===== config.mk =====
export PLATFORM = sky130hd
export DESIGN_NAME = muldiv_seq
export DESIGN_NICKNAME = d
export VERILOG_FILES = /design/src/rtl/muldiv_seq_pkg.sv /design/src/rtl/muldiv_seq.sv
export SDC_FILE = /design/constraint.sdc
export NUM_CORES = 1
export LEC_CHECK = 0
export ABC_AREA = 1
export BUFFER_PORTS_ARGS = -buffer_cell sky130_fd_sc_hd__buf_4
export CORE_ASPECT_RATIO = 1.1
export CORE_UTILIZATION = 45
export DETAILED_ROUTE_END_ITERATION = 8
export SYNTH_ARGS = -nofsm -noshare
export SYNTH_HDL_FRONTEND = slang
export SYNTH_SLANG_ARGS = --single-unit

===== constraint.sdc =====
create_clock -name clk -period 4.47 [get_ports clk]
set_input_delay 0.6705 -clock clk [delete_from_list [all_inputs] [get_ports clk]]
set_output_delay 0.6705 -clock clk [all_outputs]
set_load 0.005 [all_outputs]

===== src/rtl/muldiv_seq_pkg.sv =====
// Shared ALU definitions: HI/LO op codes, multiply/divide FSM states and op decode.
package muldiv_seq_pkg;

   localparam int OP_W = 6;

   localparam logic [OP_W-1:0] OP_MFHI  = 6'b010000;
   localparam logic [OP_W-1:0] OP_MFLO  = 6'b010010;
   localparam logic [OP_W-1:0] OP_MULT  = 6'b011000;
   localparam logic [OP_W-1:0] OP_MULTU = 6'b011001;
   localparam logic [OP_W-1:0] OP_MADD  = 6'b011100;
   localparam logic [OP_W-1:0] OP_MADDU = 6'b011101;

   typedef enum logic [1:0] {
      IDLE   = 2'd0,
      CALC   = 2'd1,
      FINISH = 2'd2
   } md_state_t;

   typedef struct packed {
      logic legal;
      logic sgn;
      logic acc;
   } md_dec_t;

   function automatic md_dec_t decode_op(input logic [OP_W-1:0] op);
      md_dec_t d;
      d = '0;
      case (op)
         OP_MULT:  d = '{legal: 1'b1, sgn: 1'b1, acc: 1'b0};
         OP_MULTU: d = '{legal: 1'b1, sgn: 1'b0, acc: 1'b0};
         OP_MADD:  d = '{legal: 1'b1, sgn: 1'b1, acc: 1'b1};
         OP_MADDU: d = '{legal: 1'b1, sgn: 1'b0, acc: 1'b1};
         default:  d = '0;
      endcase
      return d;
   endfunction

endpackage


===== src/rtl/muldiv_seq.sv =====
// Sequential radix-2 multiplier / multiply-accumulate into the HI/LO pair.
// Operands are reduced to magnitudes; the sign is applied once at the end.
module muldiv_seq
   import muldiv_seq_pkg::*;
#(
   parameter int WIDTH = 32,
   parameter int OPW   = OP_W
) (
   input  logic             clk,
   input  logic             rst,
   input  logic             start,
   input  logic [OPW-1:0]   op,
   input  logic [WIDTH-1:0] a,
   input  logic [WIDTH-1:0] b,
   output logic             busy,
   output logic             done,
   output logic             err,
   output logic [WIDTH-1:0] hi,
   output logic [WIDTH-1:0] lo
);

   localparam int CW = $clog2(WIDTH);
   localparam logic [CW-1:0] LAST = CW'(WIDTH - 1);

   md_state_t          state;
   logic [CW-1:0]      cnt;
   logic [WIDTH-1:0]   mcand;
   logic [2*WIDTH-1:0] prod;
   logic               neg;
   logic               accum;

   md_dec_t            dec;
   logic [WIDTH-1:0]   abs_a;
   logic [WIDTH-1:0]   abs_b;
   logic [WIDTH:0]     step_sum;
   logic [2*WIDTH-1:0] signed_prod;
   logic [2*WIDTH-1:0] result;

   always_comb begin
      dec   = decode_op(op);
      abs_a = (dec.sgn && a[WIDTH-1]) ? -a : a;
      abs_b = (dec.sgn && b[WIDTH-1]) ? -b : b;
   end

   // Multiplier sits in the low half and shifts out as the product shifts in.
   always_comb begin
      step_sum    = {1'b0, prod[2*WIDTH-1:WIDTH]} + (prod[0] ? {1'b0, mcand} : '0);
      signed_prod = neg ? -prod : prod;
      result      = signed_prod + (accum ? {hi, lo} : '0);
   end

   assign busy = (state != IDLE);

   always_ff @(posedge clk) begin
      if (rst) begin
         state <= IDLE;
         cnt   <= '0;
         mcand <= '0;
         prod  <= '0;
         neg   <= 1'b0;
         accum <= 1'b0;
         hi    <= '0;
         lo    <= '0;
         done  <= 1'b0;
         err   <= 1'b0;
      end else begin
         done <= 1'b0;
         err  <= 1'b0;
         case (state)
            IDLE: begin
               if (start) begin
                  if (dec.legal) begin
                     mcand <= abs_a;
                     prod  <= {{WIDTH{1'b0}}, abs_b};
                     neg   <= dec.sgn & (a[WIDTH-1] ^ b[WIDTH-1]);
                     accum <= dec.acc;
                     cnt   <= '0;
                     state <= CALC;
                  end else begin
                     err <= 1'b1;
                  end
               end
            end
            CALC: begin
               prod <= {step_sum, prod[WIDTH-1:1]};
               cnt  <= cnt + CW'(1);
               if (cnt == LAST) state <= FINISH;
            end
            FINISH: begin
               {hi, lo} <= result;
               done     <= 1'b1;
               state    <= IDLE;
            end
            default: state <= IDLE;
         endcase
      end
   end

endmodule


==> flow_metrics.py, run 1 <==
metrics = {
    "drt": {
        "vias": 22100,
        "antenna_left": 0,
        "wl_per_cell_um": 19.5,
        "firstDrtPassIters": 6,
        "drtIter0Drc": 1796,
        "drc": 0,
        "wirelength_um": 81400,
        "vias_per_cell": 5.30,
    },
    "cells_and_area": {
        "regArea_sq_um": 3430,
        "antenna_cells": 0,
        "fillCellCount": 4534,
        "utilization": 0.512,
        "area_growth_pct": 12.3,
        "multi_input_area_sq_um": 12500,
        "layout_common_cells": "nand2_1, inv_1, nor2_1",
        "stdcell_count": 4163,
        "layout_commonest_cell": "nand2_1",
        "fin_nets": 3765,
        "fin_area_sq_um": 21100,
        "drive_gt1_frac": 0.0730,
    },
    "setup_path": {
        "startpoint": "prod[1]",
        "rr_endpoint": "hi[20]",
        "reg2reg_from": "prod[1]",
        "slowest_stage": "xor2_1",
        "rr_worst_depth": 24,
        "slowest_delay_ps": 470,
        "startpoint_type": "flop",
        "worst-path-buf-inv": 4,
        "critical_path.endpoint": "hi[20]",
        "ff2ff_setup_slack_ps": 300,
        "crit_top_cell": "nand2_1",
        "crit_type": "flop to flop",
        "worst-path-stages": 24,
        "critPathRequiredTime_ps": 4870,
        "critical_path.max_fanout": 6,
        "crit_chain": "inv_1 -> ha_1 -> inv_1 -> nor3_4 -> nand2_2 -> nor2_4 -> nand2_4 -> nor2_4 -> nand2_1 -> nand2_1 -> o21ai_0 -> xor2_1 -> ha_1 -> nand2_1 -> nor2_1 -> nand2_1 -> inv_1 -> nand4_1 -> nand3_1 -> nand3_1 -> nand3_1 -> nand3_1 -> nand2_1 -> inv_1",
        "cp_top_family": "simple AND/OR/NAND/NOR gates",
        "cp-end-kind": "flop",
        "arrival_ps": 4570,
    },
    "logic_synthesis": {
        "syn-cell-area_sq_um": 18800,
        "synth_top_area_share": 0.229,
        "synthFlopType": "dfxtp_1",
        "synth_edf_count": 0,
        "yosysTopAreaCell": "nand2_1",
        "avgSynthCellArea_sq_um": 5.39,
        "synth.distinct_cells": 52,
        "yosysWarnings": 0,
        "synth_area_leaders": "nand2_1, dfxtp_1, inv_1",
        "ys_async_sr_fraction": 0,
        "ys_ff_latch": 171,
        "syn_nets": 3654,
        "ys_seq_area_frac": 0.182,
        "synthCells": 3479,
    },
    "sta": {
        "max_slew_margin": 0.190,
        "skew_ps": 13.8,
        "final_max_slew_viol_count": 0,
        "max_clock_freq_mhz": 240,
        "worstMarginPinSlew_ps": 1210,
        "setup_viol": 0,
        "post-route-min-period_ps": 4170,
        "finalHoldViolCount": 0,
        "post-route-period-util": 0.934,
    },
    "cts": {
        "cts-root-buf": "clkbuf_16",
        "htree_num_levels": 4,
        "cts_buffer_depth": 2,
        "cts_tree": "built",
        "worstSkewPairLatency_ps": 490,
        "cts_buffers": 17,
        "path_clk_slew_ps": 80,
        "numClockSinks": 171,
    },
    "die": {
        "die_x_um": 197,
        "core_sq_um": 41200,
        "fp-row-count": 78,
        "die_y_um": 216,
        "die_area_sq_um": 42500,
        "initial_core_util": 0.456,
        "ios": 140,
    },
    "placement": {
        "hpwl_um": 66800,
        "port_buffers": 139,
        "dp.cells": 4130,
        "placed_cell_area_sq_um": 20400,
        "place_congestion": 1.06,
    },
    "power_and_ir_drop": {
        "ir_drop_v": 0.000301,
        "p_leak_nw": 12.4,
        "power.density_nw_per_um2": 178,
    },
    "global_routing": {
        "grt_first_pass_wirelength_um": 121000,
        "grt_pass1_vias": 20800,
        "track_usage": 0.383,
        "antenna_found_initial": 1,
        "grt_overflow": 0,
        "grt_max_degree": 87,
    },
    "worst_hold_path": {
        "whs_path_depth": 2,
        "worst_hold_path_type": "input port to flop",
    },
    "run_status": {
        "status": "finished clean",
    },
    "job": {
        "cap_violations": 0,
    },
}
worst min-delay path by stage:
stage	from	end	slack, ps
floorplan	mcand[31]	mcand[31]	430
detailed placement	mcand[31]	mcand[31]	450
CTS	op[2]	accum	400
finish	op[2]	accum	420
global placement	mcand[31]	mcand[31]	450
global route	op[2]	accum	410
repair_timing:
action / 4_1_cts / 5_1_grt
hold buffers: 0 / 0
setup endpoints to repair: 1 / 9
pin swaps: 0 / 1
buffers inserted: 0 / 1
resized for setup: 1 / 4
Yosys cell counts (4+ instances only):
library cell  count
a21oi_1         174
a22oi_1          23
a31oi_1          10
buf_1             5
buf_2            13
buf_4             4
clkbuf_1         54
dfxtp_1         171
ha_1            100
inv_1           676
inv_2             6
nand2_1        1145
nand2_2           7
nand2_4           4
nand3_1         194
nand3b_1          7
nand4_1          36
nor2_1          422
nor2_2           12
nor2_4            8
nor3_1           47
nor4_1            9
o211ai_1         16
o21ai_0         155
o21ai_1           7
o21ai_2           4
o221ai_1          5
o22ai_1          10
o31ai_1          10
or2_2             6
xnor2_1          15
xor2_1           91
registers in the layout, indices dropped and copies added (netlist names):
name   count
accum      1
hi        32
cnt        5
err        1
done       1
state      2
prod      64
lo        32
neg        1
mcand     32
worst reg2reg max path: cells and delay by family (launching register included):
family	cells	cell delay (ps)
simple gates	16	2350
fa+ha+maj	2	510
xor+xnor	1	470
flops	1	340
buf+inv	4	310
compound gates	1	110
through the flow:
| stage | setup TNS, ps | total power, mW | hold slack [ps] | setup slack, ps |
|---|---|---|---|---|
| floorplan | 0 | 1.87 | 426 | 1320 |
| global placement | -64.9 | 2.06 | 447 | -64.9 |
| global route | -5.34 | 3.86 | 413 | -5.34 |
| finish | 0 | 3.75 | 418 | 297 |
| CTS | 0 | 3.75 | 400 | 113 |
| detailed placement | 0 | 2.06 | 445 | 28.9 |
cell families (layout without fill, tap and decap cells):
kind of cell,after synthesis,in the layout,share of synthesized area
compound gates,431,431,0.129
xor+xnor,106,106,0.0495
fa+ha+maj,102,102,0.0688
buf+inv,763,887,0.155
flops,171,171,0.182
simple gates,1906,1906,0.416
metal layers:
metal | vias up | global-route usage | share of wire
met4 | 2 | 0.297 | 0.084
met1 | 9888 | 0.415 | 0.37
met5 | - | 0 | 0.00020
met3 | 273 | 0.0545 | 0.063
li1 | 11000 | - | -
met2 | 923 | 0.670 | 0.48
where the power goes:
part           leakage, nW  internal, mW  switching, mW  total, mW
Combinational         10.7         0.163          0.326      0.489
Sequential            1.38          1.53         0.0125       1.55
Clock                0.312         0.909          0.804       1.71
layout make-up:
class                      instances  area share
sequential                       171       0.163
timing repair buffer             170      0.0606
tap                              560      0.0332
clock buffer                      18      0.0204
clock inverter                    14     0.00962
inverter                         685       0.122
multi-input combinational       2545       0.592
Note: power is estimated with default switching activity, not from simulation.
==> run 2: changes to the inputs <==
--- a/config.mk
+++ b/config.mk
@@ -5,11 +5,13 @@
 export SDC_FILE = /design/constraint.sdc
 export NUM_CORES = 1
 export LEC_CHECK = 0
-export ABC_AREA = 1
+export ABC_AREA = 0
 export BUFFER_PORTS_ARGS = -buffer_cell sky130_fd_sc_hd__buf_4
 export CORE_ASPECT_RATIO = 1.1
-export CORE_UTILIZATION = 45
+export CORE_UTILIZATION = 58
 export DETAILED_ROUTE_END_ITERATION = 8
+export GPL_TIMING_DRIVEN = 0
+export PLACE_DENSITY = 0.78
 export SYNTH_ARGS = -nofsm -noshare
 export SYNTH_HDL_FRONTEND = slang
 export SYNTH_SLANG_ARGS = --single-unit
==> run 2 against run 1 <==
Compared with the run above: the run now ends with setup timing left; utilization grew 23 points; worst hold slack gained 34 ps; area after synthesis shrank 24%; non-clock buffer count grew 117; critical endpoint is now hi[30].
==> flow_metrics.py, run 2 <==
metrics = {
    "run_status": {
        "status": "finished, violations left",
        "violations": "setup timing",
    },
    "placement": {
        "placed_cell_area_sq_um": 15700,
        "hpwl_um": 35100,
        "port_buffers": 139,
        "place_congestion": 0.970,
    },
    "global_routing": {
        "grt_pass1_vias": 14100,
        "antenna_found_initial": 0,
        "grt_max_degree": 19,
        "grt_overflow": 0,
        "grt_first_pass_wirelength_um": 72700,
        "track_usage": 0.365,
    },
    "die": {
        "die_area_sq_um": 25200,
        "die_x_um": 151,
        "initial_core_util": 0.597,
        "fp-row-count": 59,
        "core_sq_um": 23800,
        "die_y_um": 166,
        "ios": 140,
    },
    "drt": {
        "drtIter0Drc": 1409,
        "routed-wl-met2_um": 22000,
        "vias": 15300,
        "antenna_left": 0,
        "vias_per_cell": 6.40,
        "wirelength_um": 47900,
        "drt-met1-wl_um": 20300,
        "dr_wl_met3_um": 3650,
        "firstDrtPassIters": 8,
        "drc": 0,
        "wl_per_cell_um": 20.0,
        "highest_layer": "met4",
    },
    "setup_path": {
        "slowest_delay_ps": 570,
        "rr_worst_depth": 19,
        "arrival_ps": 5330,
        "crit_type": "flop to flop",
        "critical_path.max_fanout": 4,
        "cp-end-kind": "flop",
        "worst-path-buf-inv": 2,
        "slowest_stage": "or4_4",
        "cp_top_family": "simple AND/OR/NAND/NOR gates",
        "crit_chain": "or4_4 -> nor4_4 -> nor4b_4 -> nand4b_4 -> or2_4 -> or3_4 -> buf_12 -> o31ai_4 -> xnor2_2 -> ha_1 -> a21o_1 -> a21o_1 -> a21oi_2 -> inv_2 -> a2111oi_4 -> a211oi_2 -> a221oi_2 -> xnor2_1 -> a22o_1",
        "reg2reg_from": "prod[27]",
        "critPathRequiredTime_ps": 4810,
        "crit_top_cell": "a21o_1",
        "startpoint": "prod[27]",
        "ff2ff_setup_slack_ps": -520,
        "rr_endpoint": "hi[30]",
        "startpoint_type": "flop",
    },
    "worst_hold_path": {
        "worst_hold_path_type": "flop to flop",
        "min_to": "mcand[26]",
        "min_from": "mcand[26]",
        "whs_path_depth": 2,
    },
    "cells_and_area": {
        "layout_common_cells": "nand2_1, buf_4, dfxtp_1",
        "multi_input_area_sq_um": 11300,
        "drive_gt1_frac": 0.201,
        "fin_nets": 2252,
        "area_growth_pct": 24.8,
        "layout_commonest_cell": "nand2_1",
        "regArea_sq_um": 3440,
        "largest-register": "prod",
        "antenna_cells": 0,
        "largest_reg_flops": 64,
        "fin_area_sq_um": 17800,
        "fillCellCount": 1797,
    },
    "cts": {
        "cts_tree": "built",
        "cts-root-buf": "clkbuf_16",
        "worstSkewPairLatency_ps": 450,
        "cts_buffer_depth": 2,
        "htree_num_levels": 4,
        "numClockSinks": 171,
        "cts_hold_buf": 0,
        "path_clk_slew_ps": 80,
        "cts_buffers": 17,
    },
    "sta": {
        "rsz0062_at_grt": "true",
        "post-route-period-util": 1.12,
        "final_max_slew_viol_count": 0,
        "setup_viol": 15,
        "post-route-min-period_ps": 4990,
        "max_slew_margin": 0.324,
        "worst_slack_ps": -518,
        "worstMarginPinSlew_ps": 1010,
        "hold_slack_ps": 451,
        "finalSetupTns_ps": -2950,
        "max_clock_freq_mhz": 200,
        "finalHoldViolCount": 0,
        "skew_ps": 15.4,
    },
    "logic_synthesis": {
        "ys_ff_latch": 171,
        "synth.distinct_cells": 71,
        "synth_commonest_cells": "nand2_1, a21oi_1, dfxtp_1",
        "ys_async_sr_fraction": 0,
        "avgSynthCellArea_sq_um": 7.60,
        "ys_seq_area_frac": 0.241,
        "syn_nets": 2048,
        "synth_edf_count": 0,
        "syn-cell-area_sq_um": 14200,
        "yosysTopAreaCell": "dfxtp_1",
        "synth_most_common_cell": "nand2_1",
        "synthCells": 1873,
        "synth_top_area_share": 0.241,
        "synthFlopType": "dfxtp_1",
        "yosysWarnings": 0,
        "synth_area_leaders": "dfxtp_1, ha_1, xnor2_1",
    },
    "job": {
        "cap_violations": 0,
    },
    "power_and_ir_drop": {
        "power.density_nw_per_um2": 195,
        "finalPower_mw": 3.45,
        "ir_drop_v": 0.000186,
        "p_leak_nw": 7.72,
    },
}
run 2: cell types whose count changed after synthesis, sizes merged, moves of 68 or more:
| cell | delta |
|---|---|
| a21o | +68 |
| nor2 | -285 |
| nand2 | -951 |
| inv | -648 |
| xnor2 | +119 |
| and2 | +103 |
| nand3 | -163 |
run 2: per-stage QoR:
stage | instances | util | setup WS (ps)
2_1_floorplan | 1873 | - | -384
3_3_place_gp | 2317 | 0.658 | -1290
3_5_place_dp | 2317 | 0.658 | -1240
4_1_cts | 2377 | 0.714 | -426
5_1_grt | 2395 | 0.745 | -716
6_report | 2395 | 0.745 | -518
run 2: worst max-delay path by stage:
stage	endpoint	slack, ps	cells past startpoint
6_report	hi[30]	-520	19
5_1_grt	hi[30]	-720	19
4_1_cts	hi[30]	-430	21
3_5_place_dp	hi[31]	-1240	18
3_3_place_gp	hi[31]	-1290	18
2_1_floorplan	hi[30]	-380	21
run 2: final cells by class:
type	count	area share
Buffer	83	0.0179
Clock buffer	17	0.0240
Clock inverter	15	0.00874
Inverter	34	0.00733
Multi-Input combinational cell	1566	0.638
Sequential cell	171	0.194
Tap cell	305	0.0215
Timing Repair Buffer	204	0.0882
run 2: kinds of logic after synthesis:
group                    synth area share
multiplexers                      0.00141
buffers and inverters              0.0360
adder cells (fa/ha/maj)            0.0907
AND/OR/NAND/NOR                     0.234
AO/OA/AOI/OAI                       0.279
flip-flops                          0.241
XOR/XNOR                            0.118
run 2: routing by layer:
metal / track usage / vias to the layer above
met1: 0.493 / 7203
met2: 0.580 / 755
met4: 0.156 / 0
met5: 0 / -
li1: - / 7240
met3: 0.0434 / 139
run 2: power breakdown:
part | internal [mW] | total, mW | switching [mW] | leakage [nW]
sequential | 1.53 | 1.54 | 0.0131 | 1.38
combinational | 0.180 | 0.400 | 0.220 | 6.05
clock | 0.746 | 1.51 | 0.762 | 0.284
run 2: repair_timing:
item / 4_1_cts / 5_1_grt
gates resized for setup: 109 / 126
setup endpoints to repair: 34 / 35
endpoints found under the hold margin: 0 / 0
setup buffers: 36 / 32
pin swaps: 58 / 67
run 2: worst reg2reg max path, stage by stage, from the launching register on:
cell	delay, ps
dfxtp_4	350
or4_4	570
nor4_4	300
nor4b_4	330
nand4b_4	140
or2_4	270
or3_4	380
buf_12	150
o31ai_4	260
xnor2_2	110
ha_1	330
a21o_1	200
a21o_1	190
a21oi_2	150
inv_2	80
a2111oi_4	310
a211oi_2	100
a221oi_2	330
xnor2_1	140
a22o_1	200
